File: src/rtl/ow_pkg.sv
// Shared definitions for the 1-wire transmit path: state encoding, bit order
// and default word size.
package ow_pkg;

    localparam int unsigned OW_WORD_W = 64;
    localparam int unsigned OW_IDX_W  = 7;
    localparam bit          LSB_FIRST = 1'b1;

    // 4-bit state codes, kept in step with the output driver's encoding
    localparam logic [3:0] ST_IDLE     = 4'd0;
    localparam logic [3:0] ST_START    = 4'd1;
    localparam logic [3:0] ST_WAIT_RST = 4'd2;
    localparam logic [3:0] ST_DRV_RST  = 4'd3;
    localparam logic [3:0] ST_SEND     = 4'd4;
    localparam logic [3:0] ST_WAIT_ALL = 4'd5;

    typedef enum logic [3:0] {
        S_IDLE     = ST_IDLE,
        S_START    = ST_START,
        S_WAIT_RST = ST_WAIT_RST,
        S_DRV_RST  = ST_DRV_RST,
        S_SEND     = ST_SEND,
        S_WAIT_ALL = ST_WAIT_ALL
    } tx_state_e;

    typedef struct packed {
        logic busy;
        logic done_reset;
        logic done_1bit;
        logic done_all;
    } drv_status_t;

endpackage

File: src/rtl/ow_tx_serializer.sv
// Feeds a parallel word to the 1-wire output driver: requests a bus reset,
// then hands the word over one bit per write slot via serial/strobe/done.
module ow_tx_serializer
    import ow_pkg::*;
#(
    parameter int unsigned DATA_WIDTH = OW_WORD_W,
    parameter int unsigned IDX_W      = OW_IDX_W
) (
    input  logic                  clk,
    input  logic                  reset_n,
    input  logic                  i_load,
    input  logic [DATA_WIDTH-1:0] i_data,
    output logic                  o_ready,
    output logic                  o_start,
    output logic                  o_serial,
    output logic                  o_bit_strobe,
    input  logic                  i_drv_busy,
    input  logic                  i_done_reset,
    input  logic                  i_done_1bit,
    input  logic                  i_done_64bits,
    output logic                  o_busy,
    output logic                  o_done,
    output logic                  o_no_presence
);

    localparam logic [IDX_W-1:0] IDX_END  = IDX_W'(DATA_WIDTH);
    localparam logic [IDX_W-1:0] LAST_IDX = IDX_W'(DATA_WIDTH - 1);

    tx_state_e             r_state;
    logic [DATA_WIDTH-1:0] r_data;
    logic [IDX_W-1:0]      r_idx;
    logic                  r_rst_seen;
    logic                  r_ready;
    logic                  r_start;
    logic                  r_busy;
    logic                  r_done;
    logic                  r_no_presence;

    drv_status_t           w_drv;
    logic                  w_idx_valid;
    logic [IDX_W-1:0]      w_sel_idx;
    logic                  w_sel_bit;
    logic                  w_serial;
    logic                  w_strobe;

    always_comb begin
        w_drv.busy       = i_drv_busy;
        w_drv.done_reset = i_done_reset;
        w_drv.done_1bit  = i_done_1bit;
        w_drv.done_all   = i_done_64bits;
    end

    assign w_idx_valid = (r_idx < IDX_END);
    assign w_sel_idx   = LSB_FIRST ? r_idx : (LAST_IDX - r_idx);

    // Bit-select mux; index width is decoupled from the data width
    always_comb begin
        w_sel_bit = 1'b0;
        for (int unsigned i = 0; i < DATA_WIDTH; i++) begin
            if (w_sel_idx == IDX_W'(i)) begin
                w_sel_bit = r_data[i];
            end
        end
    end

    // Line idles high; the driver samples bit 0 while in its DONE_RESET state
    always_comb begin
        w_serial = 1'b1;
        if ((r_state == S_DRV_RST || r_state == S_SEND) && w_idx_valid) begin
            w_serial = w_sel_bit;
        end
    end

    // Strobe tells the driver another slot follows; withheld after the last bit
    assign w_strobe = (r_state == S_SEND) && w_drv.done_1bit && w_idx_valid;

    always_ff @(posedge clk or negedge reset_n) begin
        if (!reset_n) begin
            r_state       <= S_IDLE;
            r_data        <= '0;
            r_idx         <= '0;
            r_rst_seen    <= 1'b0;
            r_ready       <= 1'b1;
            r_start       <= 1'b0;
            r_busy        <= 1'b0;
            r_done        <= 1'b0;
            r_no_presence <= 1'b0;
        end else begin
            r_start       <= 1'b0;
            r_done        <= 1'b0;
            r_no_presence <= 1'b0;
            case (r_state)
                S_IDLE: begin
                    if (i_load) begin
                        r_data  <= i_data;
                        r_idx   <= '0;
                        r_start <= 1'b1;
                        r_ready <= 1'b0;
                        r_busy  <= 1'b1;
                        r_state <= S_START;
                    end
                end
                S_START: begin
                    r_rst_seen <= 1'b0;
                    r_state    <= S_WAIT_RST;
                end
                S_WAIT_RST: begin
                    if (w_drv.busy) begin
                        r_rst_seen <= 1'b1;
                    end
                    // done_reset takes priority over a simultaneous busy fall
                    if (w_drv.done_reset) begin
                        r_state <= S_DRV_RST;
                    end else if (r_rst_seen && !w_drv.busy) begin
                        r_no_presence <= 1'b1;
                        r_ready       <= 1'b1;
                        r_busy        <= 1'b0;
                        r_state       <= S_IDLE;
                    end
                end
                S_DRV_RST: begin
                    r_idx   <= IDX_W'(1);
                    r_state <= S_SEND;
                end
                S_SEND: begin
                    if (w_drv.done_1bit) begin
                        if (w_idx_valid) begin
                            r_idx <= r_idx + IDX_W'(1);
                        end else begin
                            r_state <= S_WAIT_ALL;
                        end
                    end else if (!w_drv.busy) begin
                        r_no_presence <= 1'b1;
                        r_ready       <= 1'b1;
                        r_busy        <= 1'b0;
                        r_state       <= S_IDLE;
                    end
                end
                S_WAIT_ALL: begin
                    if (w_drv.done_all) begin
                        r_done  <= 1'b1;
                        r_ready <= 1'b1;
                        r_busy  <= 1'b0;
                        r_state <= S_IDLE;
                    end
                end
                default: begin
                    r_ready <= 1'b1;
                    r_busy  <= 1'b0;
                    r_state <= S_IDLE;
                end
            endcase
        end
    end

    assign o_ready       = r_ready;
    assign o_start       = r_start;
    assign o_busy        = r_busy;
    assign o_done        = r_done;
    assign o_no_presence = r_no_presence;
    assign o_serial      = w_serial;
    assign o_bit_strobe  = w_strobe;

endmodule

File: config.mk
export PLATFORM = sky130hd
export DESIGN_NAME = ow_tx_serializer
export DESIGN_NICKNAME = d
export VERILOG_FILES = /design/src/rtl/ow_pkg.sv /design/src/rtl/ow_tx_serializer.sv
export SDC_FILE = /design/constraint.sdc
export NUM_CORES = 1
export LEC_CHECK = 0
export ABC_AREA = 1
export CELL_PAD_IN_SITES_DETAIL_PLACEMENT = 2
export CELL_PAD_IN_SITES_GLOBAL_PLACEMENT = 2
export CORE_UTILIZATION = 29
export DETAILED_ROUTE_END_ITERATION = 10
export GPL_ROUTABILITY_DRIVEN = 0
export PLACE_DENSITY = 0.9
export SLEW_MARGIN = 20
export SYNTH_ARGS = -nofsm -noshare
export SYNTH_HDL_FRONTEND = slang
export SYNTH_SLANG_ARGS = --single-unit
File: constraint.sdc
create_clock -name clk -period 4.9 [get_ports clk]
set_input_delay 0.49 -clock clk [delete_from_list [all_inputs] [get_ports clk]]
set_output_delay 0.49 -clock clk [all_outputs]
set_load 0.02 [all_outputs]
==> impl_metrics.ini <==
[route]
highest_layer = met4
routed_via_density = 4.88
drc = 0
drt_first_iter_violations = 187
via_count = 4565
dr.pass1.iters = 4
final_antenna_net_count = 0
dr_wl_met2_um = 8970
wl_met1_um = 7180
wl_per_cell_um = 18.5
wirelength_um = 17300
wl_met3_um = 602

[critical_path]
crit_path_end_kind = primary output
crit_family = simple AND/OR/NAND/NOR gates
start_kind = flip-flop
reg2reg_from = r_state[2]
worstPathRequired_ns = 4.41
worstPathMaxFanout = 4
worst_path_max_delay_cell = dfrtp_2
worstReg2RegEnd = r_data[26]
cp-startpoint = r_idx[0]
arrival_ns = 5.22
cpPeakStageDelay_ns = 0.47
regToRegSetupSlack_ns = 2.17
crit_top_cell = nand2_1
worstSetupPathType = flip-flop to primary output
crit_buf_inv = 4
r2r_cells = 12

[global_route]
antenna_found_initial = 0
gr-total-overflow = 0
grt_max_degree = 97
grt_pass1_wl_um = 27800
grtUsageTotal_pct = 24.5
grt_pass1_vias = 5267

[floorplanning]
ioPinCount = 78
start_util_pct = 29.8
core_um2 = 14500
rows = 44
fp.dieW_um = 124
die_y_um = 124
die-area_um2 = 15400

[clock_network]
htree_levels = 3
tritoncts = built
root_buffer = clkbuf_16
clk_latency_ns = 0.36
clock-sinks = 80
cts_buffers = 9
worst_setup_hold_path_clk_slew_ns = 0.06
clockBufferDepth = 2

[pwr]
p_leak_nw = 2.85
ir_drop_uv = 264
pwr_density_cell_nw_per_um2 = 523

[layout]
final_nets = 822
area.growth.synth_to_final_pct = 39.8
diodes = 0
design_area_um2 = 6050
mostFrequentLayoutCells = 223 x nand2_1, 77 x dfrtp_1, 75 x clkdlybuf4s50_1
drive_gt1_share_pct = 16.0
nFillCells = 1680
final_common_cell = nand2_1

[timing]
max_slew_margin_pct = 43.5
setup_ws_ns = -0.810
timing.final.crit_share_pct = 117
fmax_mhz = 175
setup_viol = 1
drv_slew = 0
min_period_ns = 5.71
skew_ns = 0.0109
holdWs_ns = 0.162
worst-slew-pin-transition_ns = 0.847
finalHoldViolCount = 0
setup_tns_ns = -0.810
grt_setup_unrepaired = true

[yosys]
ys_top_cells_by_area = dfrtp_1 46%, nand2_1 20%, nor2_1 6.8%
yosysWarnings = 0
post-synth-top-area-fraction_pct = 45.7
syn-cell-area_um2 = 4330
synth_seq_cells = 80
synth.net_count = 704
yosysTopAreaCell = dfrtp_1
synth-seq-area-share_pct = 46.3
syn_inst = 629
syn_area_per_cell_um2 = 6.88
yosys.cell_types.count = 31

[place]
place_area_um2 = 5580
portBuffers = 77
dp.final_hpwl_um = 12300

[flow_run]
cap_violations = 0

[outcome]
violations = setup timing
outcome = finished, violations left

[hold_path]
hold_class = primary input to async pin
Yosys cell counts, drive strengths merged:
library cell and instances:
nor2 81, o21a 1, a21oi 37, a31o 2, clkbuf 13, nand2 229, clkinv 3, dfstp 1
dfrtp 79, o32ai 1, a221oi 1, or3b 1, o21ai 40, a311oi 1, and2 1, buf 6
o31ai 3, inv 87, nor3 12, o22ai 5, ha 4, nand3 21
power by group:
group	internal [mW]	switching [mW]
clock	0.382	0.275
sequential	0.959	0.163
combinational	0.481	0.904
total	1.82	1.34
logic make-up after synthesis:
logic type | Yosys count | synth area share [%]
flip-flops | 80 | 46.3
AO/OA/AOI/OAI | 91 | 11.3
buffers and inverters | 109 | 9.74
adder cells (fa/ha/maj) | 4 | 1.16
AND/OR/NAND/NOR | 345 | 31.5
metal layers:
metal  vias to the layer above  global-route usage, %
met1                      2263                   27.5
met4                         0                   13.5
met3                        39                   4.17
li1                       2171                      -
met2                        92                   43.8
met5                         -                      0
repair_timing:
item                                    in CTS  in global routing
endpoints found under the setup margin       1                  1
hold buffers                                 0                  0
gates resized for setup                     39                  7
gates cloned                                 0                  0
pin swaps                                   12                  6
buffers inserted                             4                  1
registers in the layout (all words and copies together), names as in the netlist:
signal / flops
o_busy: 1
o_done: 1
o_no_presence: 1
o_ready: 1
o_start: 1
r_data: 64
r_idx: 7
r_rst_seen: 1
r_state: 3
worst max-delay path by stage:
| stage | to | slack [ns] | cells past startpoint |
|---|---|---|---|
| 2_1_floorplan | o_serial | 0.56 | 66 |
| 3_3_place_gp | o_serial | -0.36 | 64 |
| 5_1_grt | o_serial | -1.23 | 67 |
| 6_report | o_serial | -0.81 | 63 |
| 3_5_place_dp | o_serial | -0.90 | 64 |
| 4_1_cts | o_serial | -0.69 | 68 |
cell type report:
cell class / instances / area, µm² / share of cell area (%)
clock inverter: 3 / 15.0 / 0.248
inverter: 90 / 344 / 5.69
sequential: 80 / 2010 / 33.1
clock buffer: 13 / 270 / 4.47
tap: 184 / 230 / 3.80
multi-input combinational: 440 / 2040 / 33.7
timing repair buffer: 126 / 1140 / 18.9
metrics by stage:
| stage | cells | util [%] | total power [mW] | setup slack [ns] |
|---|---|---|---|---|
| 6_report | 936 | 41.6 | 3.16 | -0.810 |
| 5_1_grt | 936 | 41.6 | 3.42 | -1.23 |
| 4_1_cts | 935 | 41.4 | 3.18 | -0.692 |
| 3_5_place_dp | 915 | 38.4 | 2.43 | -0.901 |
| 3_3_place_gp | 915 | 38.4 | 2.27 | -0.362 |
| 2_1_floorplan | 629 | - | 1.88 | 0.559 |
(Power assumes the default switching activity.)
